### src/rtl/id_feed_pkg.sv
`default_nettype none
// ============================================================================
// Module : id_feed_pkg
// Brief  : Shared types, default sizes and helpers for the ID stream feeder.
// Rev    : 1.0
// ============================================================================
package id_feed_pkg;

    localparam int unsigned DEF_SYM_W   = 6;
    localparam int unsigned DEF_NUM_SYM = 10;
    localparam int unsigned DEF_TIMEOUT = 16;
    localparam int unsigned DEF_CNT_W   = 8;

    typedef enum logic [1:0] {
        S_IDLE = 2'd0,
        S_SEND = 2'd1,
        S_WAIT = 2'd2,
        S_DONE = 2'd3
    } state_t;

    // Saturating increment on a 32-bit carrier; callers narrow the result.
    function automatic logic [31:0] sat_inc(input logic [31:0] value,
                                            input logic [31:0] max_value);
        logic [31:0] result;
        result = (value >= max_value) ? value : value + 32'd1;
        return result;
    endfunction

endpackage : id_feed_pkg
`default_nettype wire

### src/rtl/id_feed_stats.sv
`default_nettype none
// ============================================================================
// Module : id_feed_stats
// Brief  : Saturating legal / illegal / timeout verdict counters.
// Rev    : 1.0
// ============================================================================
module id_feed_stats
    import id_feed_pkg::*;
#(
    parameter int unsigned CNT_W = DEF_CNT_W
) (
    input  logic             clk,
    input  logic             rst_n,
    input  logic             done_valid_i,
    input  logic             done_legal_i,
    input  logic             done_timeout_i,
    output logic [CNT_W-1:0] legal_cnt_o,
    output logic [CNT_W-1:0] illegal_cnt_o,
    output logic [CNT_W-1:0] timeout_cnt_o
);

    localparam logic [31:0] CNT_MAX = (32'd1 << CNT_W) - 32'd1;

    logic [CNT_W-1:0] legal_q,   legal_d;
    logic [CNT_W-1:0] illegal_q, illegal_d;
    logic [CNT_W-1:0] timeout_q, timeout_d;

    // A timeout outranks the legal flag, which is always 0 alongside it anyway.
    always_comb begin
        legal_d   = legal_q;
        illegal_d = illegal_q;
        timeout_d = timeout_q;
        if (done_valid_i) begin
            if (done_timeout_i) begin
                timeout_d = CNT_W'(sat_inc(32'(timeout_q), CNT_MAX));
            end else if (done_legal_i) begin
                legal_d = CNT_W'(sat_inc(32'(legal_q), CNT_MAX));
            end else begin
                illegal_d = CNT_W'(sat_inc(32'(illegal_q), CNT_MAX));
            end
        end
    end

    always_ff @(posedge clk or negedge rst_n) begin
        if (!rst_n) begin
            legal_q   <= '0;
            illegal_q <= '0;
            timeout_q <= '0;
        end else begin
            legal_q   <= legal_d;
            illegal_q <= illegal_d;
            timeout_q <= timeout_d;
        end
    end

    assign legal_cnt_o   = legal_q;
    assign illegal_cnt_o = illegal_q;
    assign timeout_cnt_o = timeout_q;

endmodule : id_feed_stats
`default_nettype wire

### src/rtl/id_stream_feeder.sv
`default_nettype none
// ============================================================================
// Module : id_stream_feeder
// Brief  : Accepts a whole ID, bursts its symbols to the checker, waits for
//          the verdict with a timeout and reports it with statistics.
// Rev    : 1.0
// ============================================================================
module id_stream_feeder
    import id_feed_pkg::*;
#(
    parameter int unsigned SYM_W   = DEF_SYM_W,
    parameter int unsigned NUM_SYM = DEF_NUM_SYM,
    parameter int unsigned TIMEOUT = DEF_TIMEOUT,
    parameter int unsigned CNT_W   = DEF_CNT_W
) (
    input  logic                     clk,
    input  logic                     rst_n,
    input  logic                     req_valid,
    input  logic [NUM_SYM*SYM_W-1:0] req_id,
    output logic                     req_ready,
    output logic                     out_valid,
    output logic [SYM_W-1:0]         out_id,
    input  logic                     chk_valid,
    input  logic                     chk_legal,
    output logic                     done_valid,
    output logic                     done_legal,
    output logic                     done_timeout,
    output logic [CNT_W-1:0]         legal_cnt,
    output logic [CNT_W-1:0]         illegal_cnt,
    output logic [CNT_W-1:0]         timeout_cnt
);

    localparam int unsigned IDX_W = $clog2(NUM_SYM + 1);
    localparam int unsigned TMR_W = $clog2(TIMEOUT);

    state_t                     state_q,        state_d;
    logic [NUM_SYM*SYM_W-1:0]   buf_q,          buf_d;
    logic [IDX_W-1:0]           idx_q,          idx_d;
    logic [TMR_W-1:0]           tmr_q,          tmr_d;
    logic                       out_valid_q,    out_valid_d;
    logic [SYM_W-1:0]           out_id_q,       out_id_d;
    logic                       done_valid_q,   done_valid_d;
    logic                       done_legal_q,   done_legal_d;
    logic                       done_timeout_q, done_timeout_d;

    // Symbol 0 leaves on the accept edge itself, so the burst starts the very
    // next cycle; the buffer then shifts down one symbol per send.
    always_comb begin
        state_d        = state_q;
        buf_d          = buf_q;
        idx_d          = idx_q;
        tmr_d          = tmr_q;
        out_valid_d    = 1'b0;
        out_id_d       = '0;
        done_valid_d   = 1'b0;
        done_legal_d   = 1'b0;
        done_timeout_d = 1'b0;

        case (state_q)
            S_IDLE: begin
                if (req_valid) begin
                    buf_d       = req_id >> SYM_W;
                    out_valid_d = 1'b1;
                    out_id_d    = req_id[SYM_W-1:0];
                    idx_d       = IDX_W'(1);
                    state_d     = S_SEND;
                end
            end
            S_SEND: begin
                if (idx_q == IDX_W'(NUM_SYM)) begin
                    idx_d   = '0;
                    tmr_d   = '0;
                    state_d = S_WAIT;
                end else begin
                    out_valid_d = 1'b1;
                    out_id_d    = buf_q[SYM_W-1:0];
                    buf_d       = buf_q >> SYM_W;
                    idx_d       = idx_q + IDX_W'(1);
                end
            end
            S_WAIT: begin
                tmr_d = tmr_q + TMR_W'(1);
                // A verdict on the last allowed cycle still beats the timeout.
                if (chk_valid) begin
                    done_valid_d = 1'b1;
                    done_legal_d = chk_legal;
                    tmr_d        = '0;
                    state_d      = S_DONE;
                end else if (tmr_q == TMR_W'(TIMEOUT - 1)) begin
                    done_valid_d   = 1'b1;
                    done_timeout_d = 1'b1;
                    tmr_d          = '0;
                    state_d        = S_DONE;
                end
            end
            S_DONE: begin
                state_d = S_IDLE;
            end
            default: begin
                state_d = S_IDLE;
            end
        endcase
    end

    always_ff @(posedge clk or negedge rst_n) begin
        if (!rst_n) begin
            state_q        <= S_IDLE;
            buf_q          <= '0;
            idx_q          <= '0;
            tmr_q          <= '0;
            out_valid_q    <= 1'b0;
            out_id_q       <= '0;
            done_valid_q   <= 1'b0;
            done_legal_q   <= 1'b0;
            done_timeout_q <= 1'b0;
        end else begin
            state_q        <= state_d;
            buf_q          <= buf_d;
            idx_q          <= idx_d;
            tmr_q          <= tmr_d;
            out_valid_q    <= out_valid_d;
            out_id_q       <= out_id_d;
            done_valid_q   <= done_valid_d;
            done_legal_q   <= done_legal_d;
            done_timeout_q <= done_timeout_d;
        end
    end

    id_feed_stats #(
        .CNT_W (CNT_W)
    ) u_stats (
        .clk            (clk),
        .rst_n          (rst_n),
        .done_valid_i   (done_valid_q),
        .done_legal_i   (done_legal_q),
        .done_timeout_i (done_timeout_q),
        .legal_cnt_o    (legal_cnt),
        .illegal_cnt_o  (illegal_cnt),
        .timeout_cnt_o  (timeout_cnt)
    );

    assign req_ready    = (state_q == S_IDLE);
    assign out_valid    = out_valid_q;
    assign out_id       = out_id_q;
    assign done_valid   = done_valid_q;
    assign done_legal   = done_legal_q;
    assign done_timeout = done_timeout_q;

endmodule : id_stream_feeder
`default_nettype wire

### config.mk
export PLATFORM = sky130hd
export DESIGN_NAME = id_stream_feeder
export DESIGN_NICKNAME = d
export VERILOG_FILES = /design/src/rtl/id_feed_pkg.sv /design/src/rtl/id_feed_stats.sv /design/src/rtl/id_stream_feeder.sv
export SDC_FILE = /design/constraint.sdc
export NUM_CORES = 1
export LEC_CHECK = 0
export BUFFER_PORTS_ARGS = -buffer_cell sky130_fd_sc_hd__buf_2
export CORE_MARGIN = 4
export CORE_UTILIZATION = 33
export DETAILED_ROUTE_END_ITERATION = 12
export GPL_ROUTABILITY_DRIVEN = 0
export PLACE_DENSITY = 0.56
export RECOVER_POWER = 100
export SYNTH_ARGS = -nofsm -noshare
export SYNTH_HDL_FRONTEND = slang
export SYNTH_SLANG_ARGS = --single-unit
### constraint.sdc
create_clock -name clk -period 1.9 [get_ports clk]
set_input_delay 0.285 -clock clk [delete_from_list [all_inputs] [get_ports clk]]
set_output_delay 0.285 -clock clk [all_outputs]
set_load 0.02 [all_outputs]
==> metrics.md, run 1 <==
| Metric | Value |
|---|---|
| Status | `completed` |
| Clk_skew | `0.00480 ns` |
| Final setup vio count | `0` |
| Max-Cap Viols | `0` |
| Mapped Avg Cell Area | `11.0 sq um` |
| Synth Net Count | `482` |
| Initial antenna violation count | `1` |
| Unrepaired setup endpoints after global routing | `false` |
| Fill count | `1376` |
| PortBufs | `99` |
| Crit end category | `flip-flop` |
| Largest net degree at the start of global routing | `81` |
| Minimum clock period | `1.75 ns` |
| Vias | `3285` |
| Post-synth EDFFs | `0` |
| Fin. Hold Viols | `0` |
| Worst-Skew Late Latency | `0.34 ns` |
| Slew HR | `44.4%` |
| Detailed Place HPWL | `7.36 mm` |
| Place WS | `0.0730 ns` |
| NetSw | `0.00296 W` |
| Number of global-route vias before repair | `3437` |
| Clock network fraction of design power | `24.6%` |
| Fmax achieved | `573 MHz` |
| Synthesis Warnings | `0` |
| Die Height | `124 microns` |
| Clock tree buffer depth | `2` |
| Synth top cells by count | `dfrtp_1 (98), nand2_1 (65), o21ai_0 (51)` |
| Most numerous cell in the Yosys netlist | `dfrtp_1` |
| Cell Rows | `42` |
| FF/Latch Area | `2450 sq um` |
| Sequential share of power | `39.2%` |
| Area Growth Syn to Fin | `23.8%` |
| Pwr per Cell Area | `1530 nW/um^2` |
| Netlist cell types | `41` |
| Global-route wire length before repair | `16.9 mm` |
| WL final | `10.1 mm` |
| Die W | `124 microns` |
| CP max FO | `23` |
| Sw frac | `35.0%` |
| DRT iter0 DRCs | `197` |
| Area contributors post-synth | `dfrtp_1 (55%), mux2i_1 (11%), o21ai_0 (5.7%)` |
| ANT nets after route | `0` |
| Post-synthesis sequential element count | `98` |
| Final WS setup | `0.155 ns` |
| GRT Overall Usage | `13.3%` |
| Arrival time worst endpoint | `1.97 ns` |
| Layout cells sized above 1 | `19.1%` |
| Min-Delay Path Class | `input pin to flip-flop` |
| Routed len/inst | `14.5 microns` |
| Cells after Synth | `408` |
| Post-CTS Repair Setup Buffers | `0` |
| Placeable Area | `13200 sq um` |
| Reg clk slew, reported paths | `0.07 ns` |
| Cell chain of the critical path | `inv_1 -> ha_1 -> mux2i_1 -> or2_4 -> buf_12 -> o21ai_1 -> o31a_1` |
| Vias per cell | `4.74` |
| Power share of the combinational group | `36.2%` |
| Setup TNS | `0 ns` |
| DRC Markers | `0` |
| Fin Hold WS | `0.154 ns` |
| CTS tree | `done` |
| Congestion Overflow GR | `0` |
| Peak VDD IR | `0.000600 V` |
| Type of the worst setup path | `flip-flop to flip-flop` |
| # diodes | `0` |
| Critical Path RT | `2.12 ns` |
| CP max stage delay | `0.40 ns` |
| Max-slew violations | `0` |
| Worst Tran Pin Value | `0.834 ns` |
| Yosys top cell area share | `54.8%` |
| NumNets Final | `587` |
| Drt first pass iters | `4` |
| Lkg Pwr | `2.54 nW` |
| CP max-delay cell | `dfrtp_1` |
| Async S/R FF share, synth | `100%` |
| Fin crit share | `91.8%` |
| Ys flop type | `dfrtp_1` |
| Sequential-to-total area share from yosys stat | `54.8%` |
| Die area | `15500 sq um` |
| CTS sink cnt | `98` |
| Mapped cell area | `4480 sq um` |
| Clk root buf | `clkbuf_16` |
| Ports | `100` |
| Internal | `0.00551 W` |
| Layout Utilization | `41.8%` |
| H-Tree Depth | `3` |
| Yosys top cell by area | `dfrtp_1` |
| Cts bufs inserted | `9` |
| Initial core utilization | `33.8%` |
| Startpoint Class | `flip-flop` |
| Multi-input gate area | `1890 sq um` |
stage by stage:
stage	area (sq um)	power, W	cells
floorplan	4480	0.00554	408
global placement	5240	0.00635	676
detailed placement	5240	0.00647	676
CTS	5590	0.00859	692
global route	5540	0.00919	693
finish	5540	0.00848	693
power groups by stage:
stage               clock, W  sequential [W]  combinational, W
global route         0.00223         0.00345           0.00351
global placement           0         0.00334           0.00301
CTS                  0.00216         0.00334           0.00310
floorplan                  0         0.00340           0.00214
finish               0.00209         0.00332           0.00307
detailed placement         0         0.00337           0.00310
layout by cell type, fill, tap and decap left out, drive strengths merged, types with 2 or more instances in the layout:
cell    instances
nor3            4
nand3          12
nor2            6
nand3b          2
a31oi           3
o21ai          54
dfrtp          98
o21a            3
a21oi           5
nor3b           3
nand4           6
ha              9
o31ai           3
and2            2
and4            4
bufinv          3
or2             2
nand2b          6
and3            4
xor2            3
mux2i          49
nor2b           2
xnor2          11
inv             7
mux2            7
buf            70
nand2          65
a22o           12
clkbuf         52
per-layer routing:
layer | routed length, microns | track usage, %
met5 | 7 | 0
met4 | 135 | 4.06
met3 | 692 | 4.80
met2 | 4500 | 20.2
met1 | 4740 | 17.9
state kept, by name, indices dropped and copies added (netlist names):
name	count
out_id	6
done_timeout	1
idx_q	4
u_stats.illegal_cnt_o	8
buf_q	54
state_q	2
u_stats.legal_cnt_o	8
out_valid	1
tmr_q	4
done_legal	1
u_stats.timeout_cnt_o	8
done_valid	1
critical path: cells and delay by family (launching register included):
kind,cells,cell delay (ns)
AND/OR/NAND/NOR,1,0.23
buffers and inverters,2,0.25
adder cells (fa/ha/maj),1,0.26
flip-flops,1,0.40
multiplexers,1,0.28
AO/OA/AOI/OAI,2,0.20
what timing repair did:
action                                  4_1_cts  5_1_grt
resized for setup                             0        2
endpoints found under the setup margin        0       40
endpoints found under the hold margin        19        0
hold buffers                                  1        0
logic make-up after synthesis:
| kind of cell | Yosys count | share of synthesized area, % |
|---|---|---|
| multiplexers | 56 | 12.7 |
| AO/OA/AOI/OAI | 84 | 11.2 |
| buffers and inverters | 26 | 2.94 |
| AND/OR/NAND/NOR | 121 | 13.1 |
| XOR/XNOR | 14 | 2.74 |
| adder cells (fa/ha/maj) | 9 | 2.52 |
| flip-flops | 98 | 54.8 |
final timing paths:
path,from,endpoint,slack (ns),cells after the start
min,req_id[57],buf_q[51],0.15,2
max reg2reg,state_q[0],idx_q[0],0.15,7
max,state_q[0],idx_q[0],0.15,7
min in group asynchronous,rst_n,u_stats.legal_cnt_o[4],0.37,2
min reg2reg,tmr_q[3],tmr_q[3],0.48,1
max in group asynchronous,rst_n,buf_q[27],0.36,3
final cells by class:
type                       instances  area share [%]
sequential                        98            44.3
multi-input combinational        284            34.2
timing repair buffer             113            11.0
clock buffer                      10            4.31
tap                              176            3.97
clock inverter                     5            1.85
inverter                           7           0.474
Power figures use the tool's default switching activity.
==> run 2, diff against run 1 <==
CORE_UTILIZATION = 56   (was 33)
CTS_BUF_LIST = sky130_fd_sc_hd__clkbuf_4   (was default)
PLACE_DENSITY = 0.85   (was 0.56)
==> run 2 against run 1 <==
  * Sequential cell count unchanged
  * Combinational power down 3%
  * Wire length down 10%
  * Global-route usage up 6.0 points
  * Hold slack worse by 0.11 ns
  * First-iteration DRC count down 27%
  * Clock power down 47%
  * Via count up 2.1%
  * Final area down 5.8%
  * Register-to-register slack worse by 0.05 ns
  * Critical endpoint is now u_stats.legal_cnt_o[1]
  * Largest power group unchanged
==> metrics.md, run 2 (synthesized netlist as in run 1, its figures left out) <==
| Metric | Value |
|---|---|
| Lkg Pwr | `2.43 nW (was 2.54 nW)` |
| Ports | `100 (unchanged)` |
| CTS tree | `done (unchanged)` |
| Final setup vio count | `0 (unchanged)` |
| NumNets Final | `586 (was 587)` |
| DRT iter0 DRCs | `143 (was 197)` |
| Most frequent cells in the layout | `dfrtp_1 (98), nand2_1 (65), buf_2 (64) (was dfrtp_1 (98), nand2_1 (65), buf_2 (63))` |
| Area Growth Syn to Fin | `16.6% (was 23.8%)` |
| Cts bufs inserted | `9 (unchanged)` |
| Type of the worst setup path | `flip-flop to flip-flop (unchanged)` |
| PortBufs | `99 (unchanged)` |
| Die area | `9490 sq um (was 15500 sq um)` |
| Initial core utilization | `57.6% (was 33.8%)` |
| Setup TNS | `0 ns (unchanged)` |
| Minimum clock period | `1.80 ns (was 1.75 ns)` |
| Cell chain of the critical path | `ha_1 -> and4_1 -> a41oi_1 -> clkbuf_1 -> mux2_2 (was inv_1 -> ha_1 -> mux2i_1 -> or2_4 -> buf_12 -> o21ai_1 -> o31a_1)` |
| Clk root buf | `clkbuf_4 (was clkbuf_16)` |
| Vias per cell | `5.42 (was 4.74)` |
| WL final | `9.02 mm (was 10.1 mm)` |
| GRT Overall Usage | `19.4% (was 13.3%)` |
| Fill count | `633 (was 1376)` |
| Fin Hold WS | `0.0388 ns (was 0.154 ns)` |
| Pwr per Cell Area | `1420 nW/um^2 (was 1530 nW/um^2)` |
| Critical Path RT | `2.25 ns (was 2.12 ns)` |
| Cell Rows | `32 (was 42)` |
| CTS sink cnt | `98 (unchanged)` |
| Worst reg-to-reg setup slack | `0.10 ns (was 0.15 ns)` |
| Placeable Area | `7770 sq um (was 13200 sq um)` |
| Initial antenna violation count | `0 (was 1)` |
| Top reg by flops | `buf_q (unchanged)` |
| Number of global-route vias before repair | `3246 (was 3437)` |
| Congestion Overflow GR | `0 (unchanged)` |
| Die W | `97.4 microns (was 124 microns)` |
| CP max-delay cell | `dfrtp_1 (unchanged)` |
| Reg clk slew, reported paths | `0.17 ns (was 0.07 ns)` |
| Max reg flops | `54 (unchanged)` |
| Min-Delay Path Class | `input pin to flip-flop (unchanged)` |
| Worst Tran Pin Value | `0.853 ns (was 0.834 ns)` |
| Fin crit share | `94.6% (was 91.8%)` |
| Max-Cap Viols | `0 (unchanged)` |
| DRC Markers | `0 (unchanged)` |
| H-Tree Depth | `3 (unchanged)` |
| Peak VDD IR | `0.000720 V (was 0.000600 V)` |
| Crit end category | `flip-flop (unchanged)` |
| Detailed Place HPWL | `6.55 mm (was 7.36 mm)` |
| Layout cells sized above 1 | `19.7% (was 19.1%)` |
| Drt first pass iters | `4 (unchanged)` |
| Clock tree buffer depth | `2 (unchanged)` |
| Fin. Hold Viols | `0 (unchanged)` |
| # diodes | `0 (unchanged)` |
| Startpoint Class | `flip-flop (unchanged)` |
| CP max stage delay | `0.45 ns (was 0.40 ns)` |
| Global-route wire length before repair | `15.0 mm (was 16.9 mm)` |
| Fmax achieved | `556 MHz (was 573 MHz)` |
| Slew HR | `43.1% (was 44.4%)` |
| Max-slew violations | `0 (unchanged)` |
| FF-to-FF path depth | `5 (was 7)` |
| Die Height | `97.4 microns (was 124 microns)` |
| CP max FO | `6 (was 23)` |
| Leading cell type in the layout, fill and taps excluded | `dfrtp_1 (unchanged)` |
| Unrepaired setup endpoints after global routing | `false (unchanged)` |
| Clk_skew | `0.0326 ns (was 0.00480 ns)` |
| Arrival time worst endpoint | `2.14 ns (was 1.97 ns)` |
| Largest net degree at the start of global routing | `65 (was 81)` |
| Worst-Skew Late Latency | `0.46 ns (was 0.34 ns)` |
| Hold path cells | `2 (unchanged)` |
| Routed len/inst | `14.6 microns (was 14.5 microns)` |
| Status | `completed (unchanged)` |
| Vias | `3355 (was 3285)` |
| ANT nets after route | `0 (unchanged)` |
run 2: repair_timing:
action	CTS	global route
setup endpoints to repair	0	45
buffers inserted	0	1
resized for setup	0	2
hold buffers	1	0
endpoints found under the hold margin	98	0
run 2: critical path, delay by kind of cell, from the launching register on:
family / cells / cell delay [ns]
fa+ha+maj: 1 / 0.26
compound gates: 1 / 0.19
buf+inv: 1 / 0.27
mux: 1 / 0.37
flops: 1 / 0.45
simple gates: 1 / 0.16
run 2: final cells by class:
cell class              count  area, sq um  share of cell area [%]
well taps                 102          128                    2.44
inverters                   7         26.3                   0.503
flip-flops and latches     98         2450                    47.0
multi-input cells         284         1910                    36.6
clock inverters             6         65.1                    1.25
clock buffers              10         75.1                    1.44
repair buffers            112          563                    10.8
run 2: final timing paths:
| path | from | endpoint |
|---|---|---|
| setup / recovery | u_stats.legal_cnt_o[0] | u_stats.legal_cnt_o[1] |
| hold / removal | req_id[5] | out_id[5] |
| setup reg to reg | u_stats.legal_cnt_o[0] | u_stats.legal_cnt_o[1] |
| hold reg to reg | buf_q[12] | buf_q[12] |
| max in group asynchronous | rst_n | state_q[1] |
| min in group asynchronous | rst_n | u_stats.legal_cnt_o[4] |
run 2: per-layer routing:
metal | vias up | GRT usage, % | part of all wire [%]
met3 | 14 | 4.67 | 7.9
met5 | - | 0 | 0
li1 | 1652 | - | -
met2 | 121 | 31.2 | 48
met1 | 1568 | 25.7 | 43
met4 | 0 | 6.82 | 1.1
run 2: stage by stage:
stage | utilization [%] | total power (W) | setup slack (ns) | cell area [sq um] | std cells
2_1_floorplan | - | 0.00554 | 0.0241 | 4480 | 408
3_3_place_gp | 66.0 | 0.00621 | 0.174 | 5130 | 601
3_5_place_dp | 66.0 | 0.00638 | 0.0370 | 5130 | 601
4_1_cts | 68.0 | 0.00747 | 0.0421 | 5280 | 618
5_1_grt | 67.2 | 0.00800 | 0.00207 | 5220 | 619
6_report | 67.2 | 0.00739 | 0.103 | 5220 | 619
run 2: where the power goes:
part | switching (W) | total, W | internal [W]
Sequential | 0.000468 | 0.00332 | 0.00285
Combinational | 0.00170 | 0.00298 | 0.00128
Clock | 0.000677 | 0.00110 | 0.000419
Total | 0.00284 | 0.00739 | 0.00455
==> run 3, diff against run 2 <==
CORE_ASPECT_RATIO = 0.75   (was default)
==> run 3 against run 2 <==
  * Maximum frequency down 2.2%
  * Via count increased by 1.5%
  * Final cell count increased by 0.65%
  * Clock-buffer cell count down 1
  * Hold slack improved by 0.012 ns
  * Critical path depth grew 1
  * Total power up 2.4%
  * Sequential cell count unchanged
  * Non-clock buffer count grew 4
  * Combinational power grew 6.7%
  * First-iteration DRC count rose by 18%
  * Highest routed layer unchanged
==> metrics.md, run 3 (synthesized netlist as in run 1, its figures left out) <==
| Metric | Value |
|---|---|
| Cell family with most CP delay | `flip-flops (unchanged)` |
| Status | `completed (unchanged)` |
| WL final | `9.66 mm (was 9.02 mm)` |
| Slew HR | `29.7% (was 43.1%)` |
| Fin. Hold Viols | `0 (unchanged)` |
| CP Launch Point | `state_q[1] (was u_stats.legal_cnt_o[0])` |
| Lkg Pwr | `2.46 nW (was 2.43 nW)` |
| Peak VDD IR | `0.000769 V (was 0.000720 V)` |
| Die Height | `85.4 microns (was 97.4 microns)` |
| Cell Rows | `27 (was 32)` |
| Routed len/inst | `15.5 microns (was 14.6 microns)` |
| Startpoint Class | `flip-flop (unchanged)` |
| Place WS | `0.0250 ns (was 0.0370 ns)` |
| Fin Hold WS | `0.0508 ns (was 0.0388 ns)` |
| Cell chain of the critical path | `inv_1 -> ha_2 -> mux2i_1 -> buf_4 -> or2_2 -> a22o_1 (was ha_1 -> and4_1 -> a41oi_1 -> clkbuf_1 -> mux2_2)` |
| Worst-Skew Late Latency | `0.44 ns (was 0.46 ns)` |
| Largest net degree at the start of global routing | `61 (was 65)` |
| Clk_skew | `0.0202 ns (was 0.0326 ns)` |
| Drt first pass iters | `4 (unchanged)` |
| # diodes | `0 (unchanged)` |
| Worst path buffer plus inverter count | `2 (was 1)` |
| Congestion Overflow GR | `0 (unchanged)` |
| Max-Cap Viols | `0 (unchanged)` |
| Cts bufs inserted | `9 (unchanged)` |
| Layout Utilization | `69.5% (was 67.2%)` |
| Placeable Area | `7570 sq um (was 7770 sq um)` |
| CTS tree | `done (unchanged)` |
| Critical Path RT | `2.24 ns (was 2.25 ns)` |
| CP max stage delay | `0.43 ns (was 0.45 ns)` |
| Max-slew violations | `0 (unchanged)` |
| Crit end category | `flip-flop (unchanged)` |
| DRC Markers | `0 (unchanged)` |
| Fin crit share | `96.7% (was 94.6%)` |
| Hold Startpoint | `req_id[56] (was req_id[5])` |
| Most frequent cells in the layout | `dfrtp_1 (98), nand2_1 (65), buf_2 (63) (was dfrtp_1 (98), nand2_1 (65), buf_2 (64))` |
| FF-to-FF Start | `state_q[1] (was u_stats.legal_cnt_o[0])` |
| Minimum clock period | `1.84 ns (was 1.80 ns)` |
| Ports | `100 (unchanged)` |
| Top reg by flops | `buf_q (unchanged)` |
| GRT Overall Usage | `20.3% (was 19.4%)` |
| Initial antenna violation count | `0 (unchanged)` |
| CP max FO | `12 (was 6)` |
| Arrival time worst endpoint | `2.18 ns (was 2.14 ns)` |
| Initial core utilization | `59.1% (was 57.6%)` |
| Post-DP Area | `5120 sq um (was 5130 sq um)` |
| Fmax achieved | `544 MHz (was 556 MHz)` |
| Area Growth Syn to Fin | `17.5% (was 16.6%)` |
| Number of global-route vias before repair | `3361 (was 3246)` |
| Clock tree buffer depth | `2 (unchanged)` |
| Fill count | `601 (was 633)` |
| FF/Latch Area | `2450 sq um (unchanged)` |
| ANT nets after route | `0 (unchanged)` |
| Multi-input gate area | `1900 sq um (was 1910 sq um)` |
| Layout cells sized above 1 | `19.5% (was 19.7%)` |
| Detailed Place HPWL | `6.77 mm (was 6.55 mm)` |
| Die W | `111 microns (was 97.4 microns)` |
| Reg clk slew, reported paths | `0.16 ns (was 0.17 ns)` |
| Final setup vio count | `0 (unchanged)` |
| CP max-delay cell | `dfrtp_1 (unchanged)` |
| Vias per cell | `5.47 (was 5.42)` |
| Final WS setup | `0.0621 ns (was 0.103 ns)` |
| Design area | `5260 sq um (was 5220 sq um)` |
| Die area | `9500 sq um (was 9490 sq um)` |
| PortBufs | `99 (unchanged)` |
| Type of the worst setup path | `flip-flop to flip-flop (unchanged)` |
| CTS sink cnt | `98 (unchanged)` |
| Leading cell type in the layout, fill and taps excluded | `dfrtp_1 (unchanged)` |
| Clk root buf | `clkbuf_4 (unchanged)` |
| DRT iter0 DRCs | `169 (was 143)` |
| Unrepaired setup endpoints after global routing | `false (unchanged)` |
| Max reg flops | `54 (unchanged)` |
| Min-Delay Path Class | `input pin to flip-flop (unchanged)` |
| Vias | `3405 (was 3355)` |
| H-Tree Depth | `3 (unchanged)` |
| Worst Tran Pin Value | `1.05 ns (was 0.853 ns)` |
| Pwr per Cell Area | `1440 nW/um^2 (was 1420 nW/um^2)` |
| NumNets Final | `591 (was 586)` |
| Global-route wire length before repair | `15.7 mm (was 15.0 mm)` |
-- run 3: what timing repair did --
action                     in CTS  in global routing
setup buffers                   0                  2
gates resized for setup         0                  1
gates cloned                    1                  2
setup endpoints to repair       1                 40
pin swaps                       1                  1
hold buffers                    1                  0
hold endpoints to repair       21                  0
-- run 3: power breakdown --
part / internal, W / leakage [nW] / total (W) / switching (W)
registers: 0.00285 / 1.27 / 0.00331 / 0.000466
logic: 0.00138 / 1.11 / 0.00318 / 0.00180
clock network: 0.000401 / 0.0754 / 0.00108 / 0.000676
total: 0.00463 / 2.46 / 0.00757 / 0.00294
-- run 3: layout make-up --
class | count | area share (%)
sequential | 98 | 46.6
timing repair buffer | 116 | 11.8
clock inverter | 7 | 1.31
tap | 101 | 2.40
clock buffer | 9 | 1.28
inverter | 7 | 0.500
multi-input combinational | 285 | 36.1
-- run 3: metal layers --
metal / wire (microns) / track usage [%] / vias up
met5: 0 / 0 / -
met1: 4460 / 27.5 / 1641
met3: 523 / 5.63 / 13
met2: 4550 / 32.8 / 83
li1: - / - / 1668
met4: 127 / 5.19 / 0
-- run 3: stage by stage --
step	total power [W]	std cells	setup TNS, ns
2_1_floorplan	0.00554	408	0
3_3_place_gp	0.00617	601	0
3_5_place_dp	0.00637	601	0
4_1_cts	0.00753	619	-0.00219
5_1_grt	0.00815	623	0
6_report	0.00757	623	0
-- run 3: path summary, 6_finish.rpt --
check / to / slack [ns] / cells after the start
setup / recovery: buf_q[53] / 0.06 / 6
hold / removal: buf_q[50] / 0.05 / 2
setup reg to reg: buf_q[53] / 0.06 / 6
hold reg to reg: buf_q[12] / 0.50 / 2
max in group asynchronous: u_stats.illegal_cnt_o[4] / 0.32 / 3
min in group asynchronous: u_stats.legal_cnt_o[4] / 0.27 / 2
